===== src/rtl/mem_bus_pkg.sv =====
`default_nettype none
// ============================================================================
// Module   : mem_bus_pkg
// Purpose  : Shared widths, FSM state type and request bundle for the
//            two-master memory bus arbiter.
// Contents : ADDR_W / DATA_W / STRB_W, state_t, mem_req_t, timeout read data.
// Revision : 1.0 - initial release
// ============================================================================
package mem_bus_pkg;

  localparam int ADDR_W = 16;
  localparam int DATA_W = 16;
  localparam int STRB_W = 2;

  // Read data returned to a master whose transaction was aborted.
  localparam logic [DATA_W-1:0] C_TIMEOUT_RDATA = {DATA_W{1'b1}};

  typedef enum logic [0:0] {
    IDLE = 1'b0,
    BUSY = 1'b1
  } state_t;

  typedef struct packed {
    logic [ADDR_W-1:0] addr;
    logic [DATA_W-1:0] wdata;
    logic [STRB_W-1:0] wstrb;
  } mem_req_t;

endpackage
`default_nettype wire


===== src/rtl/mem_bus_arbiter_rr_arb2.sv =====
`default_nettype none
// ============================================================================
// Module   : rr_arb2
// Purpose  : Two-input round-robin picker. A lone requester always wins;
//            on contention the requester that did not win last time wins.
// Ports    : req   [1:0] in  - request vector (bit0 = m0, bit1 = m1)
//            last        in  - index of the previously granted master
//            grant [1:0] out - one-hot winner, 0 when no request
// Revision : 1.0 - initial release
// ============================================================================
module rr_arb2 (
  input  logic [1:0] req,
  input  logic       last,
  output logic [1:0] grant
);

  always_comb begin
    grant = 2'b00;
    case (req)
      2'b01:   grant = 2'b01;
      2'b10:   grant = 2'b10;
      2'b11:   grant = last ? 2'b01 : 2'b10;
      default: grant = 2'b00;
    endcase
  end

endmodule
`default_nettype wire


===== src/rtl/mem_bus_arbiter.sv =====
`default_nettype none
// ============================================================================
// Module   : mem_bus_arbiter
// Purpose  : Shares one valid/ready memory port between a core (m0) and a
//            loader/debug master (m1). One transaction in flight, round-robin
//            on contention, per-transaction timeout abort.
// Ports    : clk, rst                 - clock, synchronous active-high reset
//            m0_* / m1_* (valid, addr, wdata, wstrb in; ready, rdata, err out)
//            s_valid/s_addr/s_wdata/s_wstrb out, s_ready/s_rdata in - slave
//            grant [1:0] out          - one-hot owner of current transaction
// Params   : TIMEOUT - BUSY cycles before abort, 0 disables the timeout
// Revision : 1.0 - initial release
// ============================================================================
module mem_bus_arbiter
  import mem_bus_pkg::*;
#(
  parameter int TIMEOUT = 64
) (
  input  logic              clk,
  input  logic              rst,

  input  logic              m0_valid,
  input  logic [ADDR_W-1:0] m0_addr,
  input  logic [DATA_W-1:0] m0_wdata,
  input  logic [STRB_W-1:0] m0_wstrb,
  output logic              m0_ready,
  output logic [DATA_W-1:0] m0_rdata,
  output logic              m0_err,

  input  logic              m1_valid,
  input  logic [ADDR_W-1:0] m1_addr,
  input  logic [DATA_W-1:0] m1_wdata,
  input  logic [STRB_W-1:0] m1_wstrb,
  output logic              m1_ready,
  output logic [DATA_W-1:0] m1_rdata,
  output logic              m1_err,

  output logic              s_valid,
  output logic [ADDR_W-1:0] s_addr,
  output logic [DATA_W-1:0] s_wdata,
  output logic [STRB_W-1:0] s_wstrb,
  input  logic              s_ready,
  input  logic [DATA_W-1:0] s_rdata,

  output logic [1:0]        grant
);

  // Counter only has to reach TIMEOUT-1.
  localparam int CNT_W    = (TIMEOUT > 1) ? $clog2(TIMEOUT) : 1;
  localparam int C_TO_INT = (TIMEOUT > 0) ? TIMEOUT - 1 : 0;
  localparam logic [CNT_W-1:0] C_TO_LAST = CNT_W'(C_TO_INT);

  state_t           r_state;
  logic [1:0]       r_grant;
  logic             r_last;
  logic [CNT_W-1:0] r_count;

  logic [1:0] w_req;
  logic [1:0] w_pick;
  logic       w_busy;
  logic       w_timeout;
  logic       w_done;
  mem_req_t   w_m0_req;
  mem_req_t   w_m1_req;
  mem_req_t   w_sel_req;

  assign w_req = {m1_valid, m0_valid};

  rr_arb2 u_rr_arb2 (
    .req   (w_req),
    .last  (r_last),
    .grant (w_pick)
  );

  assign w_busy = (r_state == BUSY);

  // A slave ready in the final allowed cycle completes normally.
  assign w_timeout = w_busy && (TIMEOUT != 0) && !s_ready && (r_count == C_TO_LAST);
  assign w_done    = w_busy && (s_ready || w_timeout);

  always_ff @(posedge clk) begin
    if (rst) begin
      r_state <= IDLE;
      r_grant <= 2'b00;
      r_last  <= 1'b1;
      r_count <= '0;
    end else begin
      case (r_state)
        IDLE: begin
          if (|w_req) begin
            r_grant <= w_pick;
            r_last  <= w_pick[1];
            r_count <= '0;
            r_state <= BUSY;
          end
        end
        BUSY: begin
          if (w_done) begin
            r_grant <= 2'b00;
            r_state <= IDLE;
          end else if (TIMEOUT != 0) begin
            r_count <= r_count + 1'b1;
          end
        end
        default: begin
          r_grant <= 2'b00;
          r_state <= IDLE;
        end
      endcase
    end
  end

  // Request mux; slave lines are forced to zero while idle so a stale
  // nonzero strobe can never be sampled as a write.
  assign w_m0_req  = '{addr: m0_addr, wdata: m0_wdata, wstrb: m0_wstrb};
  assign w_m1_req  = '{addr: m1_addr, wdata: m1_wdata, wstrb: m1_wstrb};
  assign w_sel_req = r_grant[1] ? w_m1_req : w_m0_req;

  assign s_valid = w_busy;
  assign s_addr  = w_busy ? w_sel_req.addr  : '0;
  assign s_wdata = w_busy ? w_sel_req.wdata : '0;
  assign s_wstrb = w_busy ? w_sel_req.wstrb : '0;
  assign grant   = r_grant;

  // Response demux: only the owner sees ready; rdata/err are zero otherwise.
  assign m0_ready = w_done && r_grant[0];
  assign m1_ready = w_done && r_grant[1];
  assign m0_err   = m0_ready && w_timeout;
  assign m1_err   = m1_ready && w_timeout;
  assign m0_rdata = m0_ready ? (w_timeout ? C_TIMEOUT_RDATA : s_rdata) : '0;
  assign m1_rdata = m1_ready ? (w_timeout ? C_TIMEOUT_RDATA : s_rdata) : '0;

endmodule
`default_nettype wire


===== config.mk =====
export PLATFORM = sky130hd
export DESIGN_NAME = mem_bus_arbiter
export DESIGN_NICKNAME = d
export VERILOG_FILES = /design/src/rtl/mem_bus_pkg.sv /design/src/rtl/mem_bus_arbiter_rr_arb2.sv /design/src/rtl/mem_bus_arbiter.sv
export SDC_FILE = /design/constraint.sdc
export NUM_CORES = 1
export LEC_CHECK = 0
export ABC_AREA = 0
export BUFFER_PORTS_ARGS = -buffer_cell sky130_fd_sc_hd__buf_2
export CORE_AREA = 2 2 58 82
export DETAILED_ROUTE_END_ITERATION = 8
export DIE_AREA = 0 0 60 84
export PLACE_DENSITY = 0.8
export SYNTH_ARGS = -nofsm -noshare
export SYNTH_HDL_FRONTEND = slang
export SYNTH_SLANG_ARGS = --single-unit
export TNS_END_PERCENT = 1

===== constraint.sdc =====
create_clock -name clk -period 1.66 [get_ports clk]
set_input_delay 0.249 -clock clk [delete_from_list [all_inputs] [get_ports clk]]
set_output_delay 0.249 -clock clk [all_outputs]
set_load 0.01 [all_outputs]

==> impl_metrics.csv <==
group,metric,value,unit
route,wl_per_cell,12.5,um
grt,grt_pass1_wl,7670,um
worst_setup_path,endpoint_kind,"primary output",
final_layout,final_cell_mix,"159 x buf_2, 35 x mux2i_1, 34 x nor2b_1, 33 x o21a_1, 13 x buf_4",
final_layout,fillers,402,
run_status,violations,"setup timing",
synth,synth_fa_ha_area_share,0.845,%
final_layout,diodes,0,
pwr,switching_share,31.7,%
synth,async_flop_share,0,%
pwr,power_density,394,nW/um^2
die,io_pins,162,
grt,met2_usage,37.0,%
route,drt-vias-per-instance,4.73,
grt,antenna_found_initial,0,
die,rows,29,
grt,track_usage,19.0,%
worst_setup_path,required,1.41,ns
synth,synth_cell_types,34,
pwr,fin_total_pwr,1.06,mW
synth,ys_seq_elements,10,
synth,synth_edf_count,0,
timing,finClkSkew,0.000842,ns
cts,cts_max_path_buffers,2,
pwr,ir_drop,0.433,mV
timing,fin_crit,1.93,ns
final_layout,nets,444,
timing,rsz0062_at_grt,"true",
route,ant_nets,0,
placed_design,place_inst,398,
pwr,clock_power_share,29.2,%
synth,syn_inst,179,
worst_setup_path,cp.arrival,1.68,ns
die,core,4390,um^2
hold_path,worstHoldPathType,"input port to flop",
grt,met1_usage,20.2,%
die,fp.dieW,60,um
placed_design,port_buffers,161,
cts,cts_max_level,1,
pwr,p_leak,1.40,nW
timing,fin_ws,-0.266,ns
route,routed_wl,5200,um
route,vias,1964,
run_status,status,"complete, but fails checks",
synth,synth_fp_nets,269,
timing,hold_viol,0,
synth,synthFlopType,"dfxtp_1",
final_layout,final_util,61.3,%
cts,cts_hold_buf,0,
grt,grt_start_max_net_pins,20,
synth,synth.mux.area_fraction,23.7,%
worst_setup_path,criticalPathCategory,"flop to primary output",
pwr,p_int,724,uW
final_layout,finalNonFillerCells,415,
synth,ys_seq_area_share,13.5,%
grt,grt_pass1_vias,1735,
pwr,seq_power_share,25.6,%
cts,cts_buffers,3,
route,drt_iter0_markers,53,
die,dieArea,5040,um^2
die,start_util,33.7,%
cts,clock_sinks,10,
worst_setup_path,start_kind,"flop",
final_layout,multi_input_area,1180,um^2
cts,clock_latency,0.24,ns
route,first_pass_iters,4,
job,drv_cap,0,
synth,syn_avg_cell_area,8.27,um^2
timing,worstMarginPinSlew,0.403,ns
cts,clkTransAtPathRegs,0.05,ns
die,die_y,84,um
final_layout,regArea,209,um^2
cts,cts_tree,"built",
pwr,p_comb_share,45.2,%
synth,synth_xor_area_share,0,%
timing,finalCritPeriodShare,116,%
timing,fin_hold_ws,0.310,ns
grt,grt.busiest_layer,"met2",
timing,setup_viol,36,
synth,synth-simple-area-share,27.7,%
synth,yosysWarnings,0,
grt,overflow,0,
final_layout,drive_gt1_share,58.4,%
cts,cts_root_buffer,"clkbuf_8",
placed_design,routabilityCongestion,0.792,
worst_setup_path,path_max_fanout,17,
final_layout,area_growth,81.9,%
synth,synth_top_family_by_area,"simple AND/OR/NAND/NOR gates",
pwr,power.net_switching,336,uW
final_layout,layout_commonest_cell,"buf_2",
timing,maxSlewHeadroom,73.1,%
synth,syn_area,1480,um^2
synth,synth_compound_area_share,25.2,%
placed_design,dp_hpwl,3820,um
timing,fmax,519,MHz
grt,global_route.usage.met3,2.17,%
route,route.detailed.drc,0,
timing,slew_viol_final,0,
-- final cells by class --
class / instances / area share [%]
Multi-Input combinational cell: 151 / 43.8
Timing Repair Buffer: 187 / 43.4
Inverter: 1 / 0.139
Sequential cell: 10 / 7.76
Clock buffer: 4 / 2.04
Tap cell: 62 / 2.88
-- worst paths after layout --
check | startpoint | endpoint | slack, ns | cells past startpoint
worst max-delay path | r_count[1] | m1_err | -0.27 | 8
worst min-delay path | rst | s_valid | 0.31 | 2
worst max register to register | r_count[1] | r_count[0] | 0.13 | 8
worst min register to register | r_last | r_last | 0.52 | 1
-- state kept, by name (all words and copies together) (netlist names) --
| register | count |
|---|---|
| s_valid | 1 |
| grant | 2 |
| r_count | 6 |
| r_last | 1 |
-- metal layers --
| metal | vias up | routed length, um |
|---|---|---|
| met5 | - | 0 |
| met4 | 0 | 39 |
| met3 | 4 | 342 |
| met2 | 86 | 2870 |
| met1 | 892 | 1960 |
| li1 | 982 | - |
-- power groups by stage --
stage	clock network, mW	registers, mW	logic [mW]
floorplan	0	0.264	0.241
global placement	0	0.273	0.447
detailed placement	0	0.273	0.459
CTS	0.311	0.270	0.473
global route	0.327	0.274	0.521
finish	0.310	0.272	0.479
-- synthesized netlist by cell type, types with 2 or more instances --
master,count,area (um^2)
nand2b_1,4,25.0
o21a_1,33,248
buf_2,5,25.0
o211a_1,2,20.0
nor2_1,3,11.3
buf_6,5,56.3
a21oi_1,6,30.0
dfxtp_1,10,200
or3_1,2,12.5
nand3b_1,2,15.0
clkbuf_1,4,15.0
buf_8,2,30.0
nor2b_1,34,213
nand3_1,8,40.0
nor3_1,2,10.0
and2_1,3,18.8
mux2i_1,35,350
a31oi_1,3,18.8
-- metrics by stage --
step / setup WS, ns / TNS (ns) / cell area [um^2]
after floorplan: 0.0627 / 0 / 1480
after global placement: 0.0502 / 0 / 2380
after detailed placement: 0.0326 / 0 / 2380
after CTS: -0.222 / -6.94 / 2640
after global routing: -0.332 / -10.32 / 2690
final: -0.266 / -8.31 / 2690
-- kinds of logic after synthesis --
kind of cell / after synthesis
AND/OR/NAND/NOR: 64
adder cells (fa/ha/maj): 1
buffers and inverters: 18
multiplexers: 35
AO/OA/AOI/OAI: 51
flip-flops: 10
-- repair_timing --
action                                  CTS  global route
gates resized for setup                  13             6
endpoints found under the setup margin   48            55
setup buffers                             9             0
gates cloned                              3             1
pin swaps                                 5             2
-- worst max-delay path: stages (launching register included) --
cell	delay, ns
dfxtp_2	0.35
ha_4	0.15
nand3_4	0.09
buf_4	0.16
nor3_4	0.14
buf_4	0.15
buf_12	0.13
and2_1	0.14
buf_2	0.13
No activity file was read; power rests on OpenSTA's default activity.
